===== config.mk =====
export PLATFORM = sky130hd
export DESIGN_NAME = uart_cmd_decoder
export DESIGN_NICKNAME = d
export VERILOG_FILES = /design/src/rtl/uart_cmd_decoder.sv
export SDC_FILE = /design/constraint.sdc
export NUM_CORES = 1
export LEC_CHECK = 0
export ABC_CLOCK_PERIOD_IN_PS = 2200
export CORE_MARGIN = 4
export CORE_UTILIZATION = 51
export CTS_BUF_LIST = sky130_fd_sc_hd__clkbuf_8
export CTS_CLUSTER_DIAMETER = 40
export DETAILED_ROUTE_END_ITERATION = 7
export PLACE_DENSITY = 0.85
export SLEW_MARGIN = 20
export SYNTH_ARGS = -nofsm -noshare
export SYNTH_HDL_FRONTEND = slang
export SYNTH_SLANG_ARGS = --single-unit
export TNS_END_PERCENT = 5

===== constraint.sdc =====
create_clock -name clk -period 2.2 [get_ports clk]
set_input_delay 0.55 -clock clk [delete_from_list [all_inputs] [get_ports clk]]
set_output_delay 0.55 -clock clk [all_outputs]
set_load 0.1 [all_outputs]

===== src/rtl/uart_cmd_decoder.sv =====
// Byte-stream command decoder behind the UART receiver: builds AA/BB/CC/DD frames and issues micro-ops.
// Optional inter-byte timeout is built only when UART_CMD_TIMEOUT_EN is defined.
module uart_cmd_decoder #(
  parameter int          ADDR_W      = 4,
  parameter logic [15:0] TIMEOUT_CYC = 16'd50000
) (
  input  logic              clk,
  input  logic              rst_n,
  input  logic [7:0]        rx_data,
  input  logic              rx_valid,
  input  logic              par_err,
  input  logic              stp_err,
  input  logic              dn_busy,
  output logic              rf_wr_en,
  output logic              rf_rd_en,
  output logic [ADDR_W-1:0] rf_addr,
  output logic [7:0]        rf_wr_data,
  output logic              alu_en,
  output logic [3:0]        alu_fun,
  output logic              frame_err,
  output logic [1:0]        err_code,
  output logic              idle
);

  typedef enum logic [2:0] {IDLE, WR_ADDR, WR_DATA, RD_ADDR, OP_A, OP_B, FUN, ISSUE} state_t;
  typedef enum logic [1:0] {K_WR, K_RD, K_CC, K_DD} kind_t;

  state_t              state_reg, state_next;
  kind_t               kind_reg, kind_next;
  logic [1:0]          uop_reg, uop_next;
  logic [ADDR_W-1:0]   addr_reg, addr_next;
  logic [7:0]          data_reg, data_next;
  logic [7:0]          a_reg, a_next;
  logic [7:0]          b_reg, b_next;
  logic [3:0]          fun_reg, fun_next;

  logic                wr_en_next, rd_en_next, alu_en_next, err_next;
  logic [ADDR_W-1:0]   rf_addr_next;
  logic [7:0]          rf_wr_data_next;
  logic [3:0]          alu_fun_next;
  logic [1:0]          code_next;

  logic                line_err, pulse_high, timeout;
  logic [1:0]          last_uop;

  assign line_err   = rx_valid & (par_err | stp_err);
  assign pulse_high = rf_wr_en | rf_rd_en | alu_en;
  assign last_uop   = (kind_reg == K_CC) ? 2'd2 : 2'd0;

`ifdef UART_CMD_TIMEOUT_EN
  logic [15:0] cnt_reg;
  logic        in_operand;

  assign in_operand = (state_reg != IDLE) && (state_reg != ISSUE);

  always_ff @(posedge clk or negedge rst_n) begin
    if (!rst_n)                      cnt_reg <= '0;
    else if (rx_valid || !in_operand) cnt_reg <= '0;
    else if (cnt_reg != 16'hFFFF)    cnt_reg <= cnt_reg + 16'd1;
  end

  // A byte arriving in the expiry cycle takes precedence over the timeout.
  assign timeout = in_operand && !rx_valid && (cnt_reg >= TIMEOUT_CYC - 16'd1);
`else
  logic unused_timeout_cfg;
  assign unused_timeout_cfg = ^TIMEOUT_CYC;
  assign timeout = 1'b0;
`endif

  always_comb begin
    state_next      = state_reg;
    kind_next       = kind_reg;
    uop_next        = uop_reg;
    addr_next       = addr_reg;
    data_next       = data_reg;
    a_next          = a_reg;
    b_next          = b_reg;
    fun_next        = fun_reg;
    wr_en_next      = 1'b0;
    rd_en_next      = 1'b0;
    alu_en_next     = 1'b0;
    rf_addr_next    = rf_addr;
    rf_wr_data_next = rf_wr_data;
    alu_fun_next    = alu_fun;
    err_next        = 1'b0;
    code_next       = 2'd0;

    case (state_reg)
      IDLE: begin
        uop_next = 2'd0;
        if (line_err) begin
          err_next  = 1'b1;
          code_next = 2'd2;
        end else if (rx_valid) begin
          case (rx_data)
            8'hAA:   begin kind_next = K_WR; state_next = WR_ADDR; end
            8'hBB:   begin kind_next = K_RD; state_next = RD_ADDR; end
            8'hCC:   begin kind_next = K_CC; state_next = OP_A;    end
            8'hDD:   begin kind_next = K_DD; state_next = FUN;     end
            default: begin err_next = 1'b1;  code_next = 2'd1;     end
          endcase
        end
      end

      ISSUE: begin
        if (rx_valid) begin
          err_next  = 1'b1;
          code_next = 2'd0;
        end
        // Leave one cycle after the last issue edge so idle follows the final pulse.
        if (uop_reg > last_uop) begin
          state_next = IDLE;
        end else if (!dn_busy && !pulse_high) begin
          uop_next = uop_reg + 2'd1;
          case (kind_reg)
            K_WR: begin
              wr_en_next      = 1'b1;
              rf_addr_next    = addr_reg;
              rf_wr_data_next = data_reg;
            end
            K_RD: begin
              rd_en_next   = 1'b1;
              rf_addr_next = addr_reg;
            end
            K_CC: begin
              if (uop_reg == 2'd0) begin
                wr_en_next      = 1'b1;
                rf_addr_next    = '0;
                rf_wr_data_next = a_reg;
              end else if (uop_reg == 2'd1) begin
                wr_en_next      = 1'b1;
                rf_addr_next    = ADDR_W'(1);
                rf_wr_data_next = b_reg;
              end else begin
                alu_en_next  = 1'b1;
                alu_fun_next = fun_reg;
              end
            end
            K_DD: begin
              alu_en_next  = 1'b1;
              alu_fun_next = fun_reg;
            end
          endcase
        end
      end

      default: begin
        if (line_err) begin
          err_next   = 1'b1;
          code_next  = 2'd2;
          state_next = IDLE;
        end else if (rx_valid) begin
          case (state_reg)
            WR_ADDR: begin addr_next = rx_data[ADDR_W-1:0]; state_next = WR_DATA; end
            WR_DATA: begin data_next = rx_data;             state_next = ISSUE;   end
            RD_ADDR: begin addr_next = rx_data[ADDR_W-1:0]; state_next = ISSUE;   end
            OP_A:    begin a_next    = rx_data;             state_next = OP_B;    end
            OP_B:    begin b_next    = rx_data;             state_next = FUN;     end
            default: begin fun_next  = rx_data[3:0];        state_next = ISSUE;   end
          endcase
        end else if (timeout) begin
          err_next   = 1'b1;
          code_next  = 2'd3;
          state_next = IDLE;
        end
      end
    endcase
  end

  always_ff @(posedge clk or negedge rst_n) begin
    if (!rst_n) begin
      state_reg  <= IDLE;
      kind_reg   <= K_WR;
      uop_reg    <= '0;
      addr_reg   <= '0;
      data_reg   <= '0;
      a_reg      <= '0;
      b_reg      <= '0;
      fun_reg    <= '0;
      rf_wr_en   <= 1'b0;
      rf_rd_en   <= 1'b0;
      alu_en     <= 1'b0;
      rf_addr    <= '0;
      rf_wr_data <= '0;
      alu_fun    <= '0;
      frame_err  <= 1'b0;
      err_code   <= '0;
      idle       <= 1'b1;
    end else begin
      state_reg  <= state_next;
      kind_reg   <= kind_next;
      uop_reg    <= uop_next;
      addr_reg   <= addr_next;
      data_reg   <= data_next;
      a_reg      <= a_next;
      b_reg      <= b_next;
      fun_reg    <= fun_next;
      rf_wr_en   <= wr_en_next;
      rf_rd_en   <= rd_en_next;
      alu_en     <= alu_en_next;
      rf_addr    <= rf_addr_next;
      rf_wr_data <= rf_wr_data_next;
      alu_fun    <= alu_fun_next;
      frame_err  <= err_next;
      err_code   <= code_next;
      idle       <= (state_next == IDLE);
    end
  end

endmodule


==> results by group <==
Power and ir drop
  – Combinational share of power: between 10 and 15%
  – Switch Pwr: roughly 620 uW
  – Pint: just under 2000 uW
  – Static Leakage: around 0.0018 uW
  – Sequential power share: roughly half
  – Switching part of the total: between 20% and 30%
  – Power Dens Cells: 727 nW/um^2
  – Clk pwr share: 39.3%
  – Max VDD drop: about 0.43 mV

Global routing
  – Initial antenna violation count: 0
  – Grt total ovfl: 0
  – Largest net degree at the start of global routing: 30
  – First-pass GRT wire length: 9890 um
  – Total Routing Usage GR: about a fifth
  – Vias in the first global route: 2020

Synthesis
  – Mapped Avg Cell Area: around 12 sq um
  – Synth area leaders: dfrtp_1 (55%), mux2_2 (15%), mux2i_1 (3.3%)
  – Synth Register Bits: a little over 60
  – Yosys top cell by area: dfrtp_1
  – Synth async-reset ratio: between 90% and 100%
  – Compound-Gate Fraction of Synth Area: under 10%
  – Post-synthesis mux area share: about 18%
  – Post-Synth Simple-Gate Area: 12.4%
  – Top cell type's share of synthesized area: between 50% and 60%
  – Synth warn: 0
  – Yosys cell types: 39
  – Mapped Cells: roughly 230
  – Post-synth EDFFs: 0
  – Post-synth net total: 244
  – Register area share after synthesis: 56.2%
  – Combinational family with the most area after synthesis: multiplexers
  – Mapped Area: ~2800 sq um
  – Post-synth top flop: dfrtp_1
  – XOR/XNOR Fraction of Synth Area: less than 1%
  – Post-synthesis adder-cell area fraction: approximately 1.4%

Cells and area
  – Most frequent cells in the layout: dfrtp_1 (61), buf_4 (41), mux2_2 (37)
  – Register Area: about 1600 sq um
  – Share of post-route cells with drive strength above 1: 39.2%
  – Layout area overhead: 27.2%
  – Area occupied by multi-input gates: 1160 sq um
  – Most common cell after layout, fill and taps aside: dfrtp_1
  – Nets: approximately 300
  – Post-Layout Cell Count: roughly 360
  – Layout fillers: 388
  – Finished Cell Area: about 3500 sq um
  – Antenna fix cells: 0
  – Fin util: around two thirds

Worst setup path
  – CP peak stage delay: around 0.47 ns
  – Worst r2r dst: alu_fun[1]
  – Reg2reg start: kind_reg[1]
  – Worst EP required: 2.42 ns
  – Element type at the critical path end: register
  – Critical-path top delay cell: dfrtp_1
  – CP Max Fanout: 8
  – WP data arrival: between 2 and 2.5 ns
  – Top Family by Delay on Critical Path: multiplexers
  – Reg-to-reg setup timing slack: approximately 0.19 ns
  – Critical path buffer and inverter count: 1
  – Worst Setup SP: kind_reg[1]
  – Startpoint types: register
  – Crit-path cells: nand2b_4, ha_4, mux2i_2, nand3_2, nor2_2, buf_4, mux2_2
  – Crit Path Category: reg -> reg
  – R2R cell count: 7

Run
  – MaxCap Viol Count: 0

Detailed routing
  – Drt via density: 5.34
  – Drt total wl: 5740 um
  – Initial drt markers: 166
  – Routed wire per std cell: ~16 um
  – Antenna Nets Post-Route: 0
  – DR DRC count: 0
  – Total number of vias: a little under 2k
  – DRT Pass-1 Iters: 5

Clock tree
  – Clk pin slew, worst setup/hold paths: approximately 0.07 ns
  – CTS root buf: clkbuf_8
  – TritonCTS clock tree: built
  – Max Root-Sink Buffers: 2
  – H-Tree Depth: 3
  – Num CTS Buffers: 9
  – Clock Latency Late Sink: about 0.34 ns
  – CTS Hold Buffers Added: 0
  – CTS Sinks: 62

Floorplan
  – I/O Pins: 37
  – Initial Utilization: a little over half
  – Die H: around 80 um
  – # rows: 26
  – Die X: ~82 um
  – CORE AREA: 5170 sq um
  – Die area: 6660 sq um

Placed design
  – Hpwl dp: between 4000 and 5000 um
  – Port Buffers: 36
  – Routability cong.: 0.825
  – Pre-CTS WS: -0.0438 ns
  – DP Area: ~3300 sq um
  – Cell Count Post-Placement: between 300 and 400

STA
  – Peak Freq: roughly 500 MHz
  – Final Worst Setup Slack: 0.192 ns
  – Fin. max-slew vios: 0
  – Rel. slew slack: 73.1%
  – Slew @ Worst Pin: ~0.40 ns
  – RSZ-0062 raised after global routing: false
  – Final period util: around nine tenths
  – Fin crit period: roughly 2 ns
  – Setup violations, final: 0
  – Final-report hold violation count: 0
  – Skew final: roughly 0.0056 ns

Status
  – Outcome: complete, no violations

Worst hold path
  – Hold WC Path Type: in -> async
worst max-delay path by stage:
stage	slack (ns)	cells past startpoint	end
after global routing	0.03	7	rf_wr_data[5]
after detailed placement	-0.04	6	idle
after global placement	-0.03	6	idle
final	0.19	7	alu_fun[1]
after floorplan	-0.0002	10	rf_wr_data[0]
after CTS	0.14	7	rf_wr_data[0]
cell usage after synthesis (all sizes together) (2+ instances only):
cell    instances
and4bb          2
a21oi          15
ha              3
nand2          17
or3             3
nand2b          5
a22o            3
buf             6
nor3            2
inv             6
nand3           5
nor2           19
mux2           37
clkbuf          3
o21ai          16
mux2i           9
dfrtp          61
routing by layer:
| metal | part of all wire [%] | track usage, % |
|---|---|---|
| met5 | 0 | 0 |
| met4 | 2.6 | 8.97 |
| met3 | 5.7 | 5.26 |
| met2 | 48 | 31.3 |
| met1 | 43 | 26.0 |
worst register-to-register path, stage by stage, from the launching register on:
cell,delay [ns]
dfrtp_1,0.47
nand2b_4,0.09
ha_4,0.27
mux2i_2,0.24
nand3_2,0.19
nor2_2,0.14
buf_4,0.15
mux2_2,0.33
power by group through the flow:
stage	Combinational, uW	Clock [uW]	Sequential, uW
final	282	1000	1270
after global routing	310	1080	1280
after CTS	286	1010	1270
after detailed placement	284	0	1290
after global placement	274	0	1280
after floorplan	138	0	1310
stage by stage:
stage                     hold WS (ns)  total power [uW]  setup TNS, ns
after floorplan                  0.254              1450       -0.00148
after global placement           0.464              1560        -0.0436
after detailed placement         0.474              1570         -0.294
after CTS                        0.142              2570              0
after global routing             0.147              2660              0
final                            0.134              2550              0
repair_timing:
action | CTS | global route
setup buffers | 0 | 0
endpoints found under the setup margin | 0 | 5
resized for setup | 0 | 1
endpoints found under the hold margin | 0 | 0
final cells by class:
class / instances / share of cell area (%)
Clock buffer: 11 / 4.31
Inverter: 6 / 0.641
Timing Repair Buffer: 57 / 14.0
Tap cell: 70 / 2.49
Multi-Input combinational cell: 150 / 32.9
Sequential cell: 62 / 44.2
Clock inverter: 5 / 1.42
kinds of logic after synthesis:
logic type | Yosys count
compound gates | 40
xor+xnor | 1
buf+inv | 15
simple gates | 60
fa+ha+maj | 3
mux | 46
flops | 62
(Power assumes the default switching activity.)
